[src/rtl/operand_entry_if.sv]
// Bus between the calculator front-end controller and its environment
// (buttons, switches, ALU datapath, LED/display consumers).
//   btnL/btnR/btnU : raw push-buttons (load A, load B, execute)
//   sw_data        : operand switches
//   sw_sel         : operation code switches
//   alu_y          : combinational ALU result for a_out/b_out/op_sel
//   a_out/b_out    : operand registers
//   y_out          : result register
//   op_sel         : registered operation code
//   op_valid       : one-cycle execute strobe
//   busy           : controller is not idle
// master = the controller side, slave = the environment side.
interface operand_entry_if #(
  parameter int unsigned WIDTH = 8
);
  logic             btnL;
  logic             btnR;
  logic             btnU;
  logic [WIDTH-1:0] sw_data;
  logic [3:0]       sw_sel;
  logic [WIDTH-1:0] alu_y;
  logic [WIDTH-1:0] a_out;
  logic [WIDTH-1:0] b_out;
  logic [WIDTH-1:0] y_out;
  logic [3:0]       op_sel;
  logic             op_valid;
  logic             busy;

  modport master (
    input  btnL, btnR, btnU, sw_data, sw_sel, alu_y,
    output a_out, b_out, y_out, op_sel, op_valid, busy
  );

  modport slave (
    output btnL, btnR, btnU, sw_data, sw_sel, alu_y,
    input  a_out, b_out, y_out, op_sel, op_valid, busy
  );
endinterface

[src/rtl/operand_entry.sv]
// Front-end input controller for the 8-bit switch calculator.
// Synchronizes and debounces the L/R/U buttons, latches operands A and B,
// issues a registered op code with a one-cycle op_valid strobe, captures the
// ALU result into Y and performs the STO (A <= Y) and SWP (A <-> B) write-backs.
// Ports:
//   i_clk  : system clock, rising edge
//   i_btnC : synchronous active-high reset
//   bus    : operand_entry_if master modport (buttons, switches, ALU result,
//            operand/result registers, op_sel, op_valid, busy)
module operand_entry #(
  parameter int unsigned WIDTH           = 8,
  parameter int unsigned DEBOUNCE_CYCLES = 1_000_000
) (
  input logic              i_clk,
  input logic              i_btnC,
  operand_entry_if.master  bus
);

  localparam int unsigned CntW = (DEBOUNCE_CYCLES > 1) ? $clog2(DEBOUNCE_CYCLES) : 1;
  localparam logic [CntW-1:0] CntLast = CntW'(DEBOUNCE_CYCLES - 1);

  localparam logic [3:0] OpSto = 4'd14;
  localparam logic [3:0] OpSwp = 4'd15;

  typedef enum logic [1:0] {StIdle, StExec, StDone} state_e;

  // Button index: 0 = L (load A), 1 = R (load B), 2 = U (execute).
  logic [2:0]      w_btn_raw;
  logic [2:0]      r_sync1;
  logic [2:0]      r_sync2;
  logic [2:0]      r_deb;
  logic [2:0]      r_press;
  logic [CntW-1:0] r_cnt [3];

  state_e           r_state;
  logic [WIDTH-1:0] r_a;
  logic [WIDTH-1:0] r_b;
  logic [WIDTH-1:0] r_y;
  logic [3:0]       r_op_sel;
  logic             r_op_valid;
  logic             r_busy;

  assign w_btn_raw = {bus.btnU, bus.btnR, bus.btnL};

  // Synchronizer + debounce. The press pulse is registered on the same edge
  // the debounced level rises, so it is visible in the first high cycle.
  always_ff @(posedge i_clk) begin
    if (i_btnC) begin
      r_sync1 <= '0;
      r_sync2 <= '0;
      r_deb   <= '0;
      r_press <= '0;
      for (int i = 0; i < 3; i++) begin
        r_cnt[i] <= '0;
      end
    end else begin
      r_sync1 <= w_btn_raw;
      r_sync2 <= r_sync1;
      for (int i = 0; i < 3; i++) begin
        r_press[i] <= 1'b0;
        if (r_sync2[i] == r_deb[i]) begin
          r_cnt[i] <= '0;
        end else if (r_cnt[i] == CntLast) begin
          r_deb[i]   <= r_sync2[i];
          r_cnt[i]   <= '0;
          r_press[i] <= r_sync2[i];
        end else begin
          r_cnt[i] <= r_cnt[i] + CntW'(1);
        end
      end
    end
  end

  // Control FSM with registered op_valid/busy.
  always_ff @(posedge i_clk) begin
    if (i_btnC) begin
      r_state    <= StIdle;
      r_a        <= '0;
      r_b        <= '0;
      r_y        <= '0;
      r_op_sel   <= '0;
      r_op_valid <= 1'b0;
      r_busy     <= 1'b0;
    end else begin
      r_op_valid <= 1'b0;
      case (r_state)
        StIdle: begin
          // Priority U > L > R; lower-priority simultaneous presses are dropped.
          if (r_press[2]) begin
            r_op_sel   <= bus.sw_sel;
            r_op_valid <= 1'b1;
            r_busy     <= 1'b1;
            r_state    <= StExec;
          end else if (r_press[0]) begin
            r_a <= bus.sw_data;
          end else if (r_press[1]) begin
            r_b <= bus.sw_data;
          end
        end
        StExec: begin
          case (r_op_sel)
            OpSto:   r_a <= r_y;
            OpSwp: begin
              r_a <= r_b;
              r_b <= r_a;
            end
            default: r_y <= bus.alu_y;
          endcase
          r_busy  <= 1'b1;
          r_state <= StDone;
        end
        StDone: begin
          r_busy  <= 1'b0;
          r_state <= StIdle;
        end
        default: begin
          r_busy  <= 1'b0;
          r_state <= StIdle;
        end
      endcase
    end
  end

  assign bus.a_out    = r_a;
  assign bus.b_out    = r_b;
  assign bus.y_out    = r_y;
  assign bus.op_sel   = r_op_sel;
  assign bus.op_valid = r_op_valid;
  assign bus.busy     = r_busy;

endmodule

[src/flat_wrapper.sv]
// flat-port wrapper written by rule: the top's interface ports become plain ports
module operand_entry_flat 
#(
  parameter int unsigned WIDTH           = 8,
  parameter int unsigned DEBOUNCE_CYCLES = 1_000_000
)
  (i_clk, i_btnC, bus_btnL, bus_btnR, bus_btnU, bus_sw_data, bus_sw_sel, bus_alu_y, bus_a_out, bus_b_out, bus_y_out, bus_op_sel, bus_op_valid, bus_busy);
  operand_entry_if #(.WIDTH(WIDTH)) bus_i ();
  input logic i_clk;
  input logic i_btnC;
  input wire logic [$bits(bus_i.btnL)-1:0] bus_btnL;
  input wire logic [$bits(bus_i.btnR)-1:0] bus_btnR;
  input wire logic [$bits(bus_i.btnU)-1:0] bus_btnU;
  input wire logic [$bits(bus_i.sw_data)-1:0] bus_sw_data;
  input wire logic [$bits(bus_i.sw_sel)-1:0] bus_sw_sel;
  input wire logic [$bits(bus_i.alu_y)-1:0] bus_alu_y;
  output wire logic [$bits(bus_i.a_out)-1:0] bus_a_out;
  output wire logic [$bits(bus_i.b_out)-1:0] bus_b_out;
  output wire logic [$bits(bus_i.y_out)-1:0] bus_y_out;
  output wire logic [$bits(bus_i.op_sel)-1:0] bus_op_sel;
  output wire logic [$bits(bus_i.op_valid)-1:0] bus_op_valid;
  output wire logic [$bits(bus_i.busy)-1:0] bus_busy;
  assign bus_i.btnL = bus_btnL;
  assign bus_i.btnR = bus_btnR;
  assign bus_i.btnU = bus_btnU;
  assign bus_i.sw_data = bus_sw_data;
  assign bus_i.sw_sel = bus_sw_sel;
  assign bus_i.alu_y = bus_alu_y;
  assign bus_a_out = bus_i.a_out;
  assign bus_b_out = bus_i.b_out;
  assign bus_y_out = bus_i.y_out;
  assign bus_op_sel = bus_i.op_sel;
  assign bus_op_valid = bus_i.op_valid;
  assign bus_busy = bus_i.busy;
  operand_entry #(.WIDTH(WIDTH), .DEBOUNCE_CYCLES(DEBOUNCE_CYCLES)) u_core (.i_clk(i_clk), .i_btnC(i_btnC), .bus(bus_i));
endmodule
[config.mk]
export PLATFORM = sky130hd
export DESIGN_NAME = operand_entry_flat
export DESIGN_NICKNAME = d
export VERILOG_FILES = /design/src/rtl/operand_entry_if.sv /design/src/rtl/operand_entry.sv /design/src/flat_wrapper.sv
export SDC_FILE = /design/constraint.sdc
export NUM_CORES = 1
export LEC_CHECK = 0
export BUFFER_PORTS_ARGS = -buffer_cell sky130_fd_sc_hd__buf_2
export CORE_UTILIZATION = 55
export CTS_CLUSTER_SIZE = 16
export DETAILED_ROUTE_END_ITERATION = 12
export GPL_ROUTABILITY_DRIVEN = 0
export GPL_TIMING_DRIVEN = 0
export PLACE_DENSITY = 0.75
export SLEW_MARGIN = 40
export SYNTH_ARGS = -nofsm -noshare
export SYNTH_HDL_FRONTEND = slang
export SYNTH_SLANG_ARGS = --single-unit
[constraint.sdc]
create_clock -name i_clk -period 2.2 [get_ports i_clk]
set_clock_uncertainty 0.15 [all_clocks]
set_input_delay 0.11 -clock i_clk [delete_from_list [all_inputs] [get_ports i_clk]]
set_output_delay 0.11 -clock i_clk [all_outputs]
set_load 0.01 [all_outputs]
* After elaboration in Yosys (flattened, before gate mapping)
Memory sizes are Yosys's and may differ from the RTL's.
Cells that the tools add are included.
** Storage, ports and cells
- Memories :: 1
- Bits of input ports :: 25
- Word-level logic and storage cells :: 124
- Output and inout port bits :: 30
- Bits in writable memories :: 60
- Bits in registers :: 44
** Operators by class
- Reductions and logical operators :: 14
- $add $sub $neg :: 3
- Multiplexer cells :: 58
- Bitwise operators :: 17
- Equal/unequal tests :: 16
** Memory list
- u_core.r_cnt :: words 3, width 20, rd ports 3, clocked after Yosys merged registers in 0, wr ports 3, line operand_entry.sv:33 : logic [CntW-1:0] r_cnt [3];
** Operator list (count)
- 20-bit two-way mux :: 9
- 20-bit by 1-bit adder with 20-bit output (second input constant) :: 3
- 20-bit == test (second input constant) :: 3
- 8-bit two-way mux :: 6
- 8-bit one-hot mux with 2 select lines :: 3
- 1-bit two-way mux :: 37
- 2-bit AND reduction :: 5
- 1-bit bitwise OR :: 9
- 3-bit OR reduction :: 3
- 4-bit == test (second input constant) :: 2
- 2-bit by 1-bit != test with 1-bit output (second input constant) :: 4
- 1-bit NOT :: 8
- 5-bit AND reduction :: 1
- 2-bit != test (second input constant) :: 2
- 2-bit one-hot mux with 2 select lines :: 1
- 4-bit AND reduction :: 1
- 2-bit OR reduction :: 2
- 1-bit == test :: 3
- 3-bit by 1-bit != test with 1-bit output (second input constant) :: 1
- 2-bit by 1-bit == test with 1-bit output (second input constant) :: 1
- 2-bit zero test :: 1
- 2-bit two-way mux :: 1
- 1-bit one-hot mux with 2 select lines :: 1
- 2-bit nonzero test :: 1

* Longest topological paths before layout
- Depth after elaboration :: 7
- Gate-level depth with buffers :: 7
- Depth with buffers taken out :: 4

* Worst setup path after synthesis
Ideal clock, no wire load.
- Kind :: register to register
- Start point :: memory u_core.r_cnt[2][7] in the netlist's numbering
- End point :: memory u_core.r_cnt[2][11] in the netlist's numbering (data pin)
- Period minus slack after synthesis :: 1.927 ns
- Stages on the path, launching flop included :: 6
- Library setup time :: 0.257 ns
- Setup slack :: 0.273 ns
- Path buffers :: 1
- Required time :: 1.793 ns
- Arrival :: 1.520 ns
- Cells stage by stage :: edfxtp_1 > nor4_1 > nand4_1 > o21ai_2 > buf_2 > nor2_1
** RTL lines (line)
- start: declaration :: operand_entry.sv:33

==> flow_summary.yaml <==
power_and_ir_drop:
  seq_power_share: 0.621
  sw_frac_of_total: 0.240
  intPower_uw: 2650
  power.share.clock: 0.321
  total_leakage_power_uw: 0.00232
  power_density_nw_per_um2: 558
  switchingPower_uw: 835
  vdd_drop_max_mv: 0.416
  pwr-share-comb: 0.058
logic_synthesis:
  seq_area_frac_synth: 0.522
  synth_edf_count: 60
  synth-async-reset-ratio: 0
  synth_cells: 519
  synth_ff_type: "edfxtp_1"
  syn-cell-area_um2: 5140
  ys_seq_elements: 104
  synth_warnings: 0
  yosysUniqueCellTypes: 48
  syn_avg_cell_area_um2: 9.90
timing:
  rsz0062_at_grt: "no"
  fmax_mhz: 488
  slew_headroom: 0.538
  fin_crit_sh: 0.932
  tightest_slew_ns: 0.693
  slew_violations: 0
  hold_viol_final: 0
  whs_ns: 0.0129
  fin_crit_ns: 2.05
  setup_violations: 0
floorplan:
  design.die.area_um2: 9730
  die_h_um: 98.7
  ios: 55
  core-area_um2: 8890
  start_util: 0.578
  dieWidth_um: 98.7
  rows: 34
place:
  hpwl_mm: 7.71
  placement.io_buffers: 54
  dpl_cell_area_um2: 5770
  place_inst: 740
clock_tree:
  htree_levels: 3
  cts_inserted_buffers: 9
  ctsLongestPathBuffers: 2
  ctsRootBufferMaster: "clkbuf_8"
  cts_sinks: 104
  path_clk_slew_ns: 0.10
  clock_latency_ns: 0.36
  cts_tree: "built"
final_layout:
  area_delta_synth_final_pct: 21.5
  instances_no_fill: 780
  n_antenna_cell: 0
  drive_gt1_frac: 0.152
  final_util: 0.703
  nNetsFinal: 695
  finalInstanceArea_um2: 6250
routing:
  drt_wl_total_mm: 11.3
  met2_length_mm: 5.43
  wire_per_inst_um: 14.4
  routed.top_layer: "met4"
  drc_errors: 0
  post_drt_via_cell_ratio: 5.60
  num_vias: 4371
  drt-pass1-iter-count: 4
  drt_iter0_drc: 170
  antenna_left: 0
  wl_met3_um: 428
  wl_met1_mm: 5.13
critical_path:
  crit_arrival_ns: 2.01
  crit_family: "simple AND/OR/NAND/NOR gates"
  slowest_delay_ns: 0.48
  worst-setup-path-type: "reg2reg"
  critPathMaxFanout: 10
  cp_slowest_cell: "edfxtp_1"
  path_cells: "nor4_2, nand4_1, o21ai_4, buf_2, nor2_1"
  crit_path_start_kind: "flip-flop"
  endpoint_kind: "flip-flop"
  cp_num_buf_inv: 1
  worst_ep_required_time_ns: 2.16
status:
  outcome: "finished clean"
grt:
  grt_overflow: 0
  grt_pass1_wl_mm: 18.5
  grt_max_degree: 18
  grtUsageTotal: 0.234
  grt_pass1_vias: 4106
  antenna_found_initial: 0
min_path:
  hold_class: "in2reg"
job:
  drv_cap: 0
[kinds of logic (layout without fill, tap and decap cells)]
logic type | Yosys count | after routing | synth area share
and+or+nand+nor | 228 | 228 | 0.241
DFF | 104 | 104 | 0.522
AOI/OAI and AO/OA | 103 | 103 | 0.122
xor gates and xnor gates | 36 | 36 | 0.0614
buffers and inverters | 36 | 130 | 0.0297
muxes | 8 | 8 | 0.0156
adders and majority gates | 3 | 3 | 0.00731
other | 1 | 60 | 0.000730
[power groups by stage]
| stage | logic (uW) | clock network, uW | registers [uW] |
|---|---|---|---|
| floorplan | 111 | 0 | 2190 |
| global placement | 155 | 0 | 2200 |
| detailed placement | 158 | 0 | 2200 |
| CTS | 191 | 1150 | 2160 |
| global route | 225 | 1210 | 2170 |
| finish | 201 | 1120 | 2160 |
[Yosys cell counts, types with 3 or more instances]
cell type | n | area share
edfxtp_1 | 60 | 0.35
nand2_1 | 48 | 0.035
nor2_1 | 48 | 0.035
a21oi_1 | 44 | 0.043
dfxtp_1 | 44 | 0.17
nand3_1 | 30 | 0.029
xor2_1 | 26 | 0.044
o21ai_0 | 21 | 0.020
nand4_1 | 18 | 0.022
or3_1 | 16 | 0.019
clkbuf_1 | 14 | 0.010
and3_1 | 10 | 0.012
inv_1 | 10 | 0.0073
xnor2_1 | 10 | 0.017
nor2b_1 | 9 | 0.011
a22o_1 | 8 | 0.014
a311oi_1 | 8 | 0.014
a31oi_1 | 8 | 0.0097
buf_2 | 8 | 0.0078
mux2i_1 | 8 | 0.016
or4_1 | 8 | 0.012
o31ai_1 | 7 | 0.010
and2_1 | 6 | 0.0073
and4_1 | 6 | 0.010
nor4_1 | 5 | 0.0061
nor4b_1 | 5 | 0.0085
nor3_1 | 4 | 0.0039
ha_1 | 3 | 0.0073
nor3b_1 | 3 | 0.0044
[registers in the layout, indices dropped and copies added, names as in the netlist]
signal and flops:
u_core.r_cnt 60, u_core.bus.op_sel 4, u_core.bus.b_out 8, u_core.r_sync2 3, u_core.bus.busy 1, u_core.bus.a_out 8, u_core.r_deb 3, u_core.r_sync1 3
u_core.r_press 3, u_core.bus.y_out 8, u_core.r_state 2, u_core.bus.op_valid 1
[timing repair]
| item | CTS | global route |
|---|---|---|
| pin swaps | 0 | 1 |
| endpoints found under the hold margin | 22 | 0 |
| gates resized for setup | 7 | 9 |
| setup buffers | 0 | 3 |
| hold buffers | 22 | 0 |
| setup endpoints to repair | 50 | 58 |
[per-stage QoR]
| stage | TNS [ns] | total power, uW | setup WS (ns) |
|---|---|---|---|
| 4_1_cts | 0 | 3500 | 0.00538 |
| 2_1_floorplan | 0 | 2300 | 0.273 |
| 6_report | 0 | 3490 | 0.150 |
| 3_5_place_dp | -5.35 | 2360 | -0.146 |
| 3_3_place_gp | -2.41 | 2350 | -0.0856 |
| 5_1_grt | 0 | 3600 | 0.00126 |
[placed cells by master, fill, tap and decap left out, types with 18 or more instances in the layout]
master and instances:
dfxtp_1 44, edfxtp_1 60, conb_1 60, o21ai_0 21, dlygate4sd3_1 22, a21oi_1 44, nand3_1 30, nand2_1 47
buf_2 64, xor2_1 26, nand4_1 18, nor2_1 48
[metal layers]
| layer | vias to the layer above | global-route usage |
|---|---|---|
| li1 | 2160 | - |
| met1 | 2068 | 0.309 |
| met2 | 119 | 0.395 |
| met3 | 24 | 0.0284 |
| met4 | 0 | 0.0918 |
| met5 | - | 0 |
[worst reg2reg max path, cell delays in order (launching register included)]
cell,delay (ns)
edfxtp_1,0.48
nor4_2,0.38
nand4_1,0.22
o21ai_4,0.25
buf_2,0.25
nor2_1,0.08
[final timing paths]
| check | start | endpoint | slack [ns] | cells after the start |
|---|---|---|---|---|
| max | u_core.r_cnt[2][13]$_SDFFCE_PN0P_ | u_core.r_cnt[2][3]$_SDFFCE_PN0P_ | 0.15 | 5 |
| min | bus_sw_data[5] | u_core.bus.b_out[5]$_SDFFE_PP0P_ | 0.01 | 3 |
| max reg2reg | u_core.r_cnt[2][13]$_SDFFCE_PN0P_ | u_core.r_cnt[2][3]$_SDFFCE_PN0P_ | 0.15 | 5 |
| min reg2reg | u_core.r_sync1[1]$_SDFF_PP0_ | u_core.r_sync2[1]$_SDFF_PP0_ | 0.29 | 1 |
[layout make-up]
cell class	count	area, um2
Timing Repair Buffer	79	513
Clock buffer	10	138
Tap cell	108	135
Inverter	11	41.3
Clock inverter	6	40.0
Multi-Input combinational cell	438	2580
Sequential cell	104	2680
Buffer	24	113
Fill cell	723	2650
Power figures use the tool's default switching activity.
